### src/rtl/uart_rx_if.sv
// Receive-side bundle of the UART: serial line in, deframed bytes out on valid/ready,
// plus error pulses and a busy flag.
interface uart_rx_if;
  logic       rx;
  logic       rx_ready;
  logic [7:0] rx_data;
  logic       rx_valid;
  logic       frame_err;
  logic       overrun_err;
  logic       busy;

  modport master (
    output rx, rx_ready,
    input  rx_data, rx_valid, frame_err, overrun_err, busy
  );

  modport slave (
    input  rx, rx_ready,
    output rx_data, rx_valid, frame_err, overrun_err, busy
  );
endinterface

### src/rtl/uart_rx.sv
// 8N1 UART receiver: two-flop synchronizer, mid-bit sampling FSM, registered valid/ready
// output with one-cycle framing and overrun error pulses.
module uart_rx #(
  parameter int unsigned CLKS_PER_BIT = 434
) (
  input logic      clk,
  input logic      rst,
  uart_rx_if.slave bus
);
  localparam int unsigned HALF_BIT = CLKS_PER_BIT / 2;
  localparam int unsigned CntW     = $clog2(CLKS_PER_BIT);
  localparam logic [CntW-1:0] BitLast  = CntW'(CLKS_PER_BIT - 1);
  localparam logic [CntW-1:0] HalfLast = CntW'(HALF_BIT - 1);

  typedef enum logic [2:0] {StIdle, StStart, StData, StStop, StWaitHigh} state_e;

  state_e          state_q, state_d;
  logic            rx_meta_q, rx_s_q;
  logic [CntW-1:0] cnt_q, cnt_d;
  logic [2:0]      idx_q, idx_d;
  logic [7:0]      shift_q, shift_d;
  logic [7:0]      data_q, data_d;
  logic            valid_q, valid_d;
  logic            frame_err_q, frame_err_d;
  logic            overrun_q, overrun_d;

  always_ff @(posedge clk or posedge rst) begin
    if (rst) begin
      rx_meta_q   <= 1'b1;
      rx_s_q      <= 1'b1;
      state_q     <= StIdle;
      cnt_q       <= '0;
      idx_q       <= '0;
      shift_q     <= '0;
      data_q      <= '0;
      valid_q     <= 1'b0;
      frame_err_q <= 1'b0;
      overrun_q   <= 1'b0;
    end else begin
      rx_meta_q   <= bus.rx;
      rx_s_q      <= rx_meta_q;
      state_q     <= state_d;
      cnt_q       <= cnt_d;
      idx_q       <= idx_d;
      shift_q     <= shift_d;
      data_q      <= data_d;
      valid_q     <= valid_d;
      frame_err_q <= frame_err_d;
      overrun_q   <= overrun_d;
    end
  end

  always_comb begin
    state_d     = state_q;
    cnt_d       = cnt_q;
    idx_d       = idx_q;
    shift_d     = shift_q;
    data_d      = data_q;
    valid_d     = valid_q & ~bus.rx_ready;
    frame_err_d = 1'b0;
    overrun_d   = 1'b0;

    unique case (state_q)
      StIdle: begin
        if (!rx_s_q) begin
          state_d = StStart;
          cnt_d   = '0;
        end
      end
      StStart: begin
        if (cnt_q == HalfLast) begin
          cnt_d = '0;
          idx_d = '0;
          // A start bit that is high again at mid-bit was a glitch.
          state_d = rx_s_q ? StIdle : StData;
        end else begin
          cnt_d = cnt_q + CntW'(1);
        end
      end
      StData: begin
        if (cnt_q == BitLast) begin
          cnt_d          = '0;
          shift_d[idx_q] = rx_s_q;
          idx_d          = idx_q + 3'd1;
          if (idx_q == 3'd7) state_d = StStop;
        end else begin
          cnt_d = cnt_q + CntW'(1);
        end
      end
      StStop: begin
        if (cnt_q == BitLast) begin
          cnt_d = '0;
          if (rx_s_q) begin
            // Newest byte always wins; a pending unconsumed byte is flagged as lost.
            data_d    = shift_q;
            valid_d   = 1'b1;
            overrun_d = valid_q & ~bus.rx_ready;
            state_d   = StIdle;
          end else begin
            frame_err_d = 1'b1;
            state_d     = StWaitHigh;
          end
        end else begin
          cnt_d = cnt_q + CntW'(1);
        end
      end
      StWaitHigh: begin
        if (rx_s_q) state_d = StIdle;
      end
      default: state_d = StIdle;
    endcase
  end

  assign bus.rx_data     = data_q;
  assign bus.rx_valid    = valid_q;
  assign bus.frame_err   = frame_err_q;
  assign bus.overrun_err = overrun_q;
  assign bus.busy        = (state_q != StIdle);
endmodule

### src/flat_wrapper.sv
// flat-port wrapper written by rule: the top's interface ports become plain ports
module uart_rx_flat 
#(
  parameter int unsigned CLKS_PER_BIT = 434
)
  (clk, rst, bus_rx, bus_rx_ready, bus_rx_data, bus_rx_valid, bus_frame_err, bus_overrun_err, bus_busy);
  uart_rx_if bus_i ();
  input logic clk;
  input logic rst;
  input wire logic [$bits(bus_i.rx)-1:0] bus_rx;
  input wire logic [$bits(bus_i.rx_ready)-1:0] bus_rx_ready;
  output wire logic [$bits(bus_i.rx_data)-1:0] bus_rx_data;
  output wire logic [$bits(bus_i.rx_valid)-1:0] bus_rx_valid;
  output wire logic [$bits(bus_i.frame_err)-1:0] bus_frame_err;
  output wire logic [$bits(bus_i.overrun_err)-1:0] bus_overrun_err;
  output wire logic [$bits(bus_i.busy)-1:0] bus_busy;
  assign bus_i.rx = bus_rx;
  assign bus_i.rx_ready = bus_rx_ready;
  assign bus_rx_data = bus_i.rx_data;
  assign bus_rx_valid = bus_i.rx_valid;
  assign bus_frame_err = bus_i.frame_err;
  assign bus_overrun_err = bus_i.overrun_err;
  assign bus_busy = bus_i.busy;
  uart_rx #(.CLKS_PER_BIT(CLKS_PER_BIT)) u_core (.clk(clk), .rst(rst), .bus(bus_i));
endmodule
### config.mk
export PLATFORM = sky130hd
export DESIGN_NAME = uart_rx_flat
export DESIGN_NICKNAME = d
export VERILOG_FILES = /design/src/rtl/uart_rx_if.sv /design/src/rtl/uart_rx.sv /design/src/flat_wrapper.sv
export SDC_FILE = /design/constraint.sdc
export NUM_CORES = 1
export LEC_CHECK = 0
export CAP_MARGIN = 40
export CORE_ASPECT_RATIO = 1.75
export CORE_UTILIZATION = 56
export CTS_CLUSTER_DIAMETER = 150
export DETAILED_ROUTE_END_ITERATION = 6
export GPL_TIMING_DRIVEN = 0
export PLACE_DENSITY = 0.88
export RECOVER_POWER = 25
export SLEW_MARGIN = 20
export SYNTH_ARGS = -nofsm -noshare
export SYNTH_HDL_FRONTEND = slang
export SYNTH_SLANG_ARGS = --single-unit
### constraint.sdc
create_clock -name clk -period 2.4 [get_ports clk]
set_input_delay 0.72 -clock clk [delete_from_list [all_inputs] [get_ports clk]]
set_output_delay 0.72 -clock clk [all_outputs]
set_load 0.02 [all_outputs]
==> results of run 1 <==
-- through the flow --
step	hold WS [ns]	cell area, um^2	utilization [%]	worst slack (ns)
2_1_floorplan	0.3452	1749	-	0.5838
3_3_place_gp	0.3460	1952	65.93	0.1713
3_5_place_dp	0.3532	1952	65.93	0.2468
4_1_cts	0.3629	2044	69.06	0.1577
5_1_grt	0.3652	2044	69.06	0.03991
6_report	0.3606	2044	69.06	0.1665
-- cells in the final DEF (no fill, tap or decap), types with 5 or more instances in the layout --
| cell | n |
|---|---|
| clkbuf_1 | 5 |
| dfrtp_1 | 34 |
| nor2_1 | 7 |
| a21oi_1 | 9 |
| o22ai_1 | 5 |
| clkbuf_8 | 6 |
| o21ai_0 | 7 |
| inv_1 | 5 |
| mux2_2 | 14 |
| clkdlybuf4s50_1 | 12 |
| ha_1 | 5 |
| nor3_1 | 5 |
| nand2_1 | 22 |
-- cell families after synthesis --
| kind of cell | after synthesis | share of synthesized area (%) |
|---|---|---|
| AND/OR/NAND/NOR | 61 | 20.60 |
| flip-flops | 36 | 51.65 |
| AO/OA/AOI/OAI | 31 | 11.02 |
| multiplexers | 16 | 10.30 |
| buffers and inverters | 11 | 2.861 |
| adder cells (fa/ha/maj) | 5 | 3.577 |
-- worst register-to-register path: stages (launching register included) --
cell and delay, ns:
dfrtp_1 0.41, inv_1 0.11, ha_1 0.16, and4b_4 0.28, nand4_4 0.15, or4_1 0.45
mux2_1 0.32
-- power groups by stage --
| stage | registers (W) | clock network [W] | logic (W) |
|---|---|---|---|
| floorplan | 0.000622 | 0 | 0.0000119 |
| global placement | 0.000623 | 0 | 0.0000204 |
| detailed placement | 0.000623 | 0 | 0.0000218 |
| CTS | 0.000612 | 0.000449 | 0.0000216 |
| global route | 0.000611 | 0.000478 | 0.0000237 |
| finish | 0.000612 | 0.000445 | 0.0000200 |
-- worst paths after layout --
| path | from | slack (ns) | to | cells after the start |
|---|---|---|---|---|
| setup reg to reg | u_core.cnt_q[1] | 0.41 | u_core.shift_q[6] | 6 |
| setup / recovery | u_core.state_q[2] | 0.17 | bus_busy | 3 |
| min in group asynchronous | rst | 1.25 | u_core.cnt_q[8] | 2 |
| hold / removal | u_core.rx_meta_q | 0.36 | u_core.rx_s_q | 0 |
| max in group asynchronous | rst | 0.36 | u_core.cnt_q[1] | 2 |
| hold reg to reg | u_core.rx_meta_q | 0.36 | u_core.rx_s_q | 0 |
-- metal layers --
layer / part of all wire [%] / track usage (%) / wire length [um] / vias to the layer above
li1: - / - / - / 625
met1: 36 / 25.50 / 1342 / 646
met2: 59 / 46.32 / 2221 / 34
met3: 3.3 / 6.667 / 123 / 8
met4: 2.4 / 13.64 / 89 / 0
met5: 0 / 0 / 0 / -
-- flip-flops by register name, summed over array words and instances, names as in the netlist --
| register | count |
|---|---|
| u_core.cnt_q | 9 |
| u_core.bus.rx_data | 8 |
| u_core.shift_q | 8 |
| u_core.idx_q | 3 |
| u_core.state_q | 3 |
| u_core.bus.frame_err | 1 |
| u_core.bus.overrun_err | 1 |
| u_core.bus.rx_valid | 1 |
| u_core.rx_meta_q | 1 |
| u_core.rx_s_q | 1 |
-- timing repair --
action                     CTS  global route
setup endpoints to repair    1             0
hold buffers                 0             0
buffers inserted             0             0
gates resized for setup      1             0
-- layout make-up --
type | instances | share of cell area [%]
sequential | 36 | 44.19
multi-input combinational | 113 | 38.92
timing repair buffer | 15 | 7.283
clock buffer | 7 | 4.223
tap | 42 | 2.570
buffer | 6 | 1.530
inverter | 5 | 0.9180
clock inverter | 1 | 0.3672
==> impl_metrics.py, run 1 <==
metrics = {
    "setup_path": {
        "crit_arrival_ns": 1.51,
        "crit_path_start_kind": "flip-flop",
        "worst-path-buf-inv": 2,
        "crit_type": "flip-flop to primary output",
        "cp-end-kind": "primary output",
        "critPathMaxFanout": 10,
        "cp.required_ns": 1.68,
        "critPathMaxStageDelay_ns": 0.36,
        "cpMaxStageDelayCell": "dfrtp_1",
        "cp_cell_sequence": "clkbuf_1, or3_1, dlygate4sd2_1",
        "cpLargestDelayFamily": "buffers and inverters",
    },
    "yosys": {
        "ys_warn_count": 0,
        "yosys.area.top_type": "dfrtp_1",
        "syn_area_um2": 1749,
        "synth_top_area_share_pct": 48.64,
        "syn_avg_cell_area_um2": 10.93,
        "ys_ff_latch": 36,
        "synth_edf_count": 0,
        "netlist_top_cells_area": "dfrtp_1 49%, mux2_2 9.0%, nand2_1 4.7%",
        "synth_fp_nets": 169,
        "yosysSeqAreaShare_pct": 51.65,
        "synthFlopType": "dfrtp_1",
        "async_flop_share_pct": 100.0,
        "synth.distinct_cells": 39,
        "synth_commonest_cells": "34 x dfrtp_1, 22 x nand2_1, 14 x mux2_2, 9 x a21oi_1",
        "synth_most_common_cell": "dfrtp_1",
        "netlist_instances": 160,
    },
    "power": {
        "switchingPower_w": 0.0002291,
        "p_leak_nw": 0.9330,
        "clockPowerShare_pct": 41.3,
        "combPwrFrac_pct": 1.9,
        "p_seq_share_pct": 56.8,
        "switching_share_pct": 21.28,
        "p_total_w": 0.001077,
        "p_int_w": 0.0008475,
        "irDropWorstVdd_mv": 0.5388,
        "power_per_cell_area_nw_per_um2": 526.6,
    },
    "cells_and_area": {
        "final_nets": 191,
        "nFillCells": 215,
        "multi_input_area_um2": 795.8,
        "insertedDiodeCount": 0,
        "stdcell_count": 225,
        "layout-drive-gt1-share_pct": 18.58,
        "synthToLayoutAreaGrowth_pct": 16.88,
        "seq_area_um2": 903.4,
    },
    "die": {
        "start_util_pct": 59.09,
        "die_w_um": 44.25,
        "placement_rows": 26,
        "die-height_um": 75.93,
        "core-area_um2": 2960,
        "dieArea_um2": 3360,
        "io_pins": 16,
    },
    "clock_tree": {
        "clockBufferDepth": 2,
        "cts_tree": "done",
        "cts_sinks": 36,
        "h-tree-depth": 2,
        "root_buffer": "clkbuf_8",
        "cts_inserted_buffers": 5,
        "clk_latency_ns": 0.29,
        "cts.clk_slew.worst_paths_ns": 0.07,
    },
    "status": {
        "status": "complete, no violations",
    },
    "placed_design": {
        "globalplace.congestion": 0.8902,
        "numPortBuffers": 15,
        "place_inst": 217,
        "dp_hpwl_um": 2673,
    },
    "worst_hold_path": {
        "hp-class": "flip-flop to flip-flop",
    },
    "detailed_routing": {
        "drt_wl_total_um": 3776,
        "drtAntennaViolNets": 0,
        "dr.pass1.iters": 4,
        "vias": 1313,
        "wl_per_cell_um": 16.78,
        "via_per_inst": 5.836,
        "drt_iter0_drc": 35,
        "drc": 0,
    },
    "sta": {
        "fin_crit_ns": 2.233,
        "totalNegativeSetupSlack_ns": 0,
        "min_period_over_period_pct": 93.06,
        "skew_ns": 0.005416,
        "rsz0062_at_grt": "no",
        "worst_pin_slew_ns": 1.341,
        "drv_slew": 0,
        "hold_violations": 0,
        "relSlewSlack_pct": 10.53,
        "setup_violations": 0,
        "max_freq_mhz": 447.7,
    },
    "grt": {
        "grt_pass1_wl_um": 6368,
        "grt_max_degree": 37,
        "grt_util_all_layers_pct": 25.95,
        "grt_antenna_before_repair": 0,
        "overflow": 0,
        "grt_pass1_vias": 1372,
    },
    "flow_run": {
        "drv_cap": 0,
    },
}
No activity file was read; power rests on OpenSTA's default activity.
==> run 2, diff against run 1 <==
==> constraint.sdc (replaced) <==
create_clock -name clk -period 2.4 [get_ports clk]
set_input_delay 0.72 -clock clk [delete_from_list [all_inputs] [get_ports clk]]
set_output_delay 0.72 -clock clk [all_outputs]
set_load 0.005 [all_outputs]
==> impl_metrics.py, run 2 (synthesis results as in run 1) <==
metrics = {
    "setup_path": {
        "r2r_cells": 6,
        "crit_path_start_kind": "flip-flop",
        "crit_arrival_ns": 1.32,
        "cp.required_ns": 1.68,
        "critPathMaxFanout": 10,
        "cp-end-kind": "primary output",
        "crit_type": "flip-flop to primary output",
    },
    "placed_design": {
        "dp_hpwl_um": 2673,
        "numPortBuffers": 15,
        "globalplace.congestion": 0.8902,
    },
    "status": {
        "status": "complete, no violations",
    },
    "clock_tree": {
        "ctsResizeCount": 0,
        "cts_tree": "done",
        "holdBufCountCts": 0,
        "h-tree-depth": 2,
        "cts_sinks": 36,
        "cts_setup_buffers": 0,
        "cts.clk_slew.worst_paths_ns": 0.07,
        "clockBufferDepth": 2,
        "root_buffer": "clkbuf_8",
        "clk_latency_ns": 0.29,
        "cts_inserted_buffers": 5,
    },
    "power": {
        "p_total_w": 0.001076,
        "power_per_cell_area_nw_per_um2": 526.2,
        "irDropWorstVdd_mv": 0.5386,
        "p_leak_nw": 0.9332,
    },
    "grt": {
        "grt_antenna_before_repair": 0,
        "grt_util_all_layers_pct": 25.95,
        "grt_pass1_vias": 1372,
        "grt_busiest_layer": "met2",
        "grt_use_met1_pct": 25.50,
        "use_met3_pct": 6.667,
        "met2_usage_pct": 46.32,
        "overflow": 0,
        "grt_max_degree": 37,
        "grt_pass1_wl_um": 6368,
    },
    "sta": {
        "min_period_over_period_pct": 85.06,
        "whs_ns": 0.3606,
        "setup_violations": 0,
        "rsz0062_at_grt": "no",
        "totalNegativeSetupSlack_ns": 0,
        "relSlewSlack_pct": 10.66,
        "worst_pin_slew_ns": 1.339,
        "hold_violations": 0,
        "max_freq_mhz": 489.8,
        "drv_slew": 0,
        "skew_ns": 0.005290,
        "fin_crit_ns": 2.041,
    },
    "flow_run": {
        "drv_cap": 0,
    },
    "detailed_routing": {
        "wl_per_cell_um": 16.84,
        "drc": 0,
        "vias": 1315,
        "drt_iter0_drc": 41,
        "drt_wl_total_um": 3772,
        "dr.pass1.iters": 4,
        "via_per_inst": 5.871,
        "drtAntennaViolNets": 0,
    },
    "die": {
        "io_pins": 16,
        "start_util_pct": 59.09,
        "dieArea_um2": 3360,
        "die-height_um": 75.93,
        "placement_rows": 26,
        "core-area_um2": 2960,
        "die_w_um": 44.25,
    },
    "cells_and_area": {
        "max_flop_register": "u_core.cnt_q",
        "final_nets": 190,
        "insertedDiodeCount": 0,
        "synthToLayoutAreaGrowth_pct": 16.88,
        "final_cell_mix": "34 x dfrtp_1, 22 x nand2_1, 14 x mux2_2",
        "layout-drive-gt1-share_pct": 18.68,
        "largest_register_ffs": 9,
        "final_common_cell": "dfrtp_1",
        "nFillCells": 215,
    },
    "worst_hold_path": {
        "hold_depth": 0,
        "hp-class": "flip-flop to flip-flop",
    },
}
[run 2: cell types whose count changed in the layout (fill, tap and decap cells not counted)]
| cell | change |
|---|---|
| clkdlybuf4s50_1 | +1 |
| dlygate4sd2_1 | -1 |
| clkbuf_1 | -1 |
| dlygate4sd3_1 | -1 |
| dlymetal6s2s_1 | +1 |
[run 2: worst max-delay path: stages, from the launching register on]
cell and delay [ns]:
dfrtp_1 0.38, buf_6 0.14, or3_1 0.35, dlymetal6s2s_1 0.16
[run 2: layer usage]
layer	up-vias	part of all wire (%)
met1	646	36
li1	624	-
met2	37	59
met5	-	0
met4	0	2.4
met3	8	3.2
[run 2: worst paths after layout]
check,startpoint,to,slack (ns)
worst max-delay path,u_core.state_q[1],bus_busy,0.36
max in group asynchronous,rst,u_core.cnt_q[1],0.50
min in group asynchronous,rst,u_core.cnt_q[8],1.11
worst min-delay path,u_core.rx_meta_q,u_core.rx_s_q,0.36
worst min register to register,u_core.rx_meta_q,u_core.rx_s_q,0.36
worst max register to register,u_core.cnt_q[1],u_core.shift_q[6],0.41
[run 2: final cells by class]
type | instances | area, um^2 | share of cell area, %
Buffer | 5 | 27.53 | 1.346
Timing Repair Buffer | 15 | 152.6 | 7.466
Clock inverter | 1 | 7.507 | 0.3672
Inverter | 5 | 18.77 | 0.9180
Sequential cell | 36 | 903.4 | 44.19
Tap cell | 42 | 52.55 | 2.570
Clock buffer | 7 | 86.33 | 4.223
Multi-Input combinational cell | 113 | 795.8 | 38.92
[run 2: per-stage QoR]
stage	utilization (%)	std cells	setup slack, ns	area (um^2)
after global placement	65.93	217	0.1713	1952
after floorplan	-	160	0.5838	1749
after detailed placement	65.93	217	0.3393	1952
final	69.06	224	0.3585	2044
after CTS	69.10	225	0.02614	2046
after global routing	69.06	224	0.1751	2044
[run 2: power by group]
| group | total [W] | switching (W) | internal [W] |
|---|---|---|---|
| Clock | 0.000444 | 0.000211 | 0.000233 |
| Combinational | 0.0000203 | 0.0000151 | 0.00000517 |
| Sequential | 0.000612 | 0.00000194 | 0.000610 |
==> run 3, diff against run 2 <==
--- a/config.mk
+++ b/config.mk
@@ -11,8 +11,10 @@
 export CTS_CLUSTER_DIAMETER = 150
 export DETAILED_ROUTE_END_ITERATION = 6
 export GPL_TIMING_DRIVEN = 0
+export HOLD_SLACK_MARGIN = 0.02
 export PLACE_DENSITY = 0.88
 export RECOVER_POWER = 25
+export REMOVE_ABC_BUFFERS = 1
 export SLEW_MARGIN = 20
 export SYNTH_ARGS = -nofsm -noshare
 export SYNTH_HDL_FRONTEND = slang
==> impl_metrics.py, run 3 (synthesis results as in run 1) <==
metrics = {
    "power": {
        "p_leak_nw": 0.9315,
        "combPwrFrac_pct": 1.5,
        "power_per_cell_area_nw_per_um2": 535.9,
        "p_seq_share_pct": 56.6,
        "irDropWorstVdd_mv": 0.3972,
        "clockPowerShare_pct": 41.8,
        "switching_share_pct": 19.75,
        "p_int_w": 0.0008701,
        "switchingPower_w": 0.0002141,
    },
    "sta": {
        "rsz0062_at_grt": "no",
        "totalNegativeSetupSlack_ns": 0,
        "min_period_over_period_pct": 96.84,
        "fin_crit_ns": 2.324,
        "worst_pin_slew_ns": 1.274,
        "setup_violations": 0,
        "max_freq_mhz": 430.3,
        "skew_ns": 0.005742,
        "relSlewSlack_pct": 14.95,
        "hold_violations": 0,
        "finalWorstSetupSlack_ns": 0.07577,
        "drv_slew": 0,
    },
    "clock_tree": {
        "holdBufCountCts": 0,
        "cts_sinks": 36,
        "cts_setup_buffers": 0,
        "root_buffer": "clkbuf_8",
        "ctsResizeCount": 0,
        "h-tree-depth": 2,
        "clk_latency_ns": 0.29,
        "cts.clk_slew.worst_paths_ns": 0.06,
        "clockBufferDepth": 2,
        "cts_tree": "done",
        "cts_inserted_buffers": 5,
    },
    "die": {
        "die-height_um": 75.93,
        "core-area_um2": 2960,
        "dieArea_um2": 3360,
        "io_pins": 16,
        "placement_rows": 26,
        "die_w_um": 44.25,
        "start_util_pct": 59.09,
    },
    "flow_run": {
        "drv_cap": 0,
    },
    "cells_and_area": {
        "insertedDiodeCount": 0,
        "nFillCells": 233,
        "max_flop_register": "u_core.cnt_q",
        "largest_register_ffs": 9,
        "final_nets": 186,
        "final_cell_mix": "33 x dfrtp_1, 22 x nand2_1, 14 x mux2_2, 14 x clkdlybuf4s50_1, 9 x a21oi_1",
        "synthToLayoutAreaGrowth_pct": 15.67,
        "fin_area_um2": 2023,
        "layout-drive-gt1-share_pct": 19.21,
        "final_common_cell": "dfrtp_1",
    },
    "detailed_routing": {
        "drc": 0,
        "wl_per_cell_um": 15.55,
        "dr.pass1.iters": 6,
        "vias": 1292,
        "via_per_inst": 5.900,
        "drtAntennaViolNets": 0,
        "drt_iter0_drc": 36,
        "drt_wl_total_um": 3406,
    },
    "setup_path": {
        "crit_arrival_ns": 1.60,
        "crit_type": "flip-flop to primary output",
        "cp-end-kind": "primary output",
        "cp.required_ns": 1.68,
        "critPathMaxFanout": 11,
        "crit_path_start_kind": "flip-flop",
    },
    "worst_hold_path": {
        "hp-class": "flip-flop to flip-flop",
    },
    "placed_design": {
        "dp_hpwl_um": 2348,
        "numPortBuffers": 15,
        "postPlaceCellArea_um2": 1921,
        "preCtsSetupSlack_ns": 0.1451,
        "globalplace.congestion": 0.8504,
    },
    "grt": {
        "grt_pass1_wl_um": 5540,
        "grt_max_degree": 37,
        "grt_pass1_vias": 1243,
        "grt_antenna_before_repair": 0,
        "grt_util_all_layers_pct": 22.91,
        "overflow": 0,
    },
    "status": {
        "status": "complete, no violations",
    },
}
[run 3: cell count changes in the layout (fill, tap and decap cells not counted)]
| cell | change |
|---|---|
| buf_6 | -1 |
| clkbuf_1 | -4 |
| clkbuf_8 | +1 |
| clkdlybuf4s50_1 | +1 |
| clkinvlp_4 | -1 |
| dfrtp_1 | -1 |
| dfrtp_2 | +1 |
| dlymetal6s2s_1 | -1 |
[run 3: worst paths after layout]
check                                  start                end  slack (ns)  depth (start not counted)
setup / recovery           u_core.state_q[1]           bus_busy        0.08                          2
hold / removal              u_core.rx_meta_q      u_core.rx_s_q        0.36                          0
setup reg to reg           u_core.state_q[2]  u_core.state_q[1]        0.12                          4
hold reg to reg             u_core.rx_meta_q      u_core.rx_s_q        0.36                          0
max in group asynchronous                rst  u_core.state_q[1]        0.48                          2
min in group asynchronous                rst    u_core.idx_q[2]        1.08                          2
[run 3: layout make-up]
cell class / count / area (um^2) / share of cell area (%)
inverters: 5 / 18.77 / 0.9276
repair buffers: 16 / 155.1 / 7.669
flip-flops and latches: 36 / 904.6 / 44.71
multi-input cells: 113 / 795.8 / 39.33
well taps: 42 / 52.55 / 2.597
clock buffers: 7 / 96.34 / 4.762
[run 3: through the flow]
| stage | std cells | hold slack [ns] | utilization, % | power [W] |
|---|---|---|---|---|
| after floorplan | 154 | 0.3452 | - | 0.0006338 |
| after global placement | 211 | 0.3469 | 64.88 | 0.0006426 |
| after detailed placement | 211 | 0.3504 | 64.88 | 0.0006433 |
| after CTS | 218 | 0.3599 | 68.13 | 0.001101 |
| after global routing | 219 | 0.3609 | 68.34 | 0.001124 |
| final | 219 | 0.3582 | 68.34 | 0.001084 |
[run 3: worst max-delay path, stage by stage, from the launching register on]
cell and delay, ns:
dfrtp_2 0.49, or3_1 0.38, clkdlybuf4s50_1 0.45
[run 3: metal layers]
metal / GRT usage [%] / wire (um) / part of all wire (%)
met5: 0 / 0 / 0
met4: 14.85 / 144 / 4.2
met1: 22.95 / 1256 / 37
met3: 5.714 / 104 / 3.1
met2: 39.26 / 1900 / 56
[run 3: power groups by stage]
stage	clock (W)	sequential (W)	combinational, W
floorplan	0	0.000624	0.0000103
global placement	0	0.000625	0.0000177
detailed placement	0	0.000625	0.0000183
CTS	0.000469	0.000614	0.0000183
global route	0.000490	0.000614	0.0000201
finish	0.000453	0.000614	0.0000168
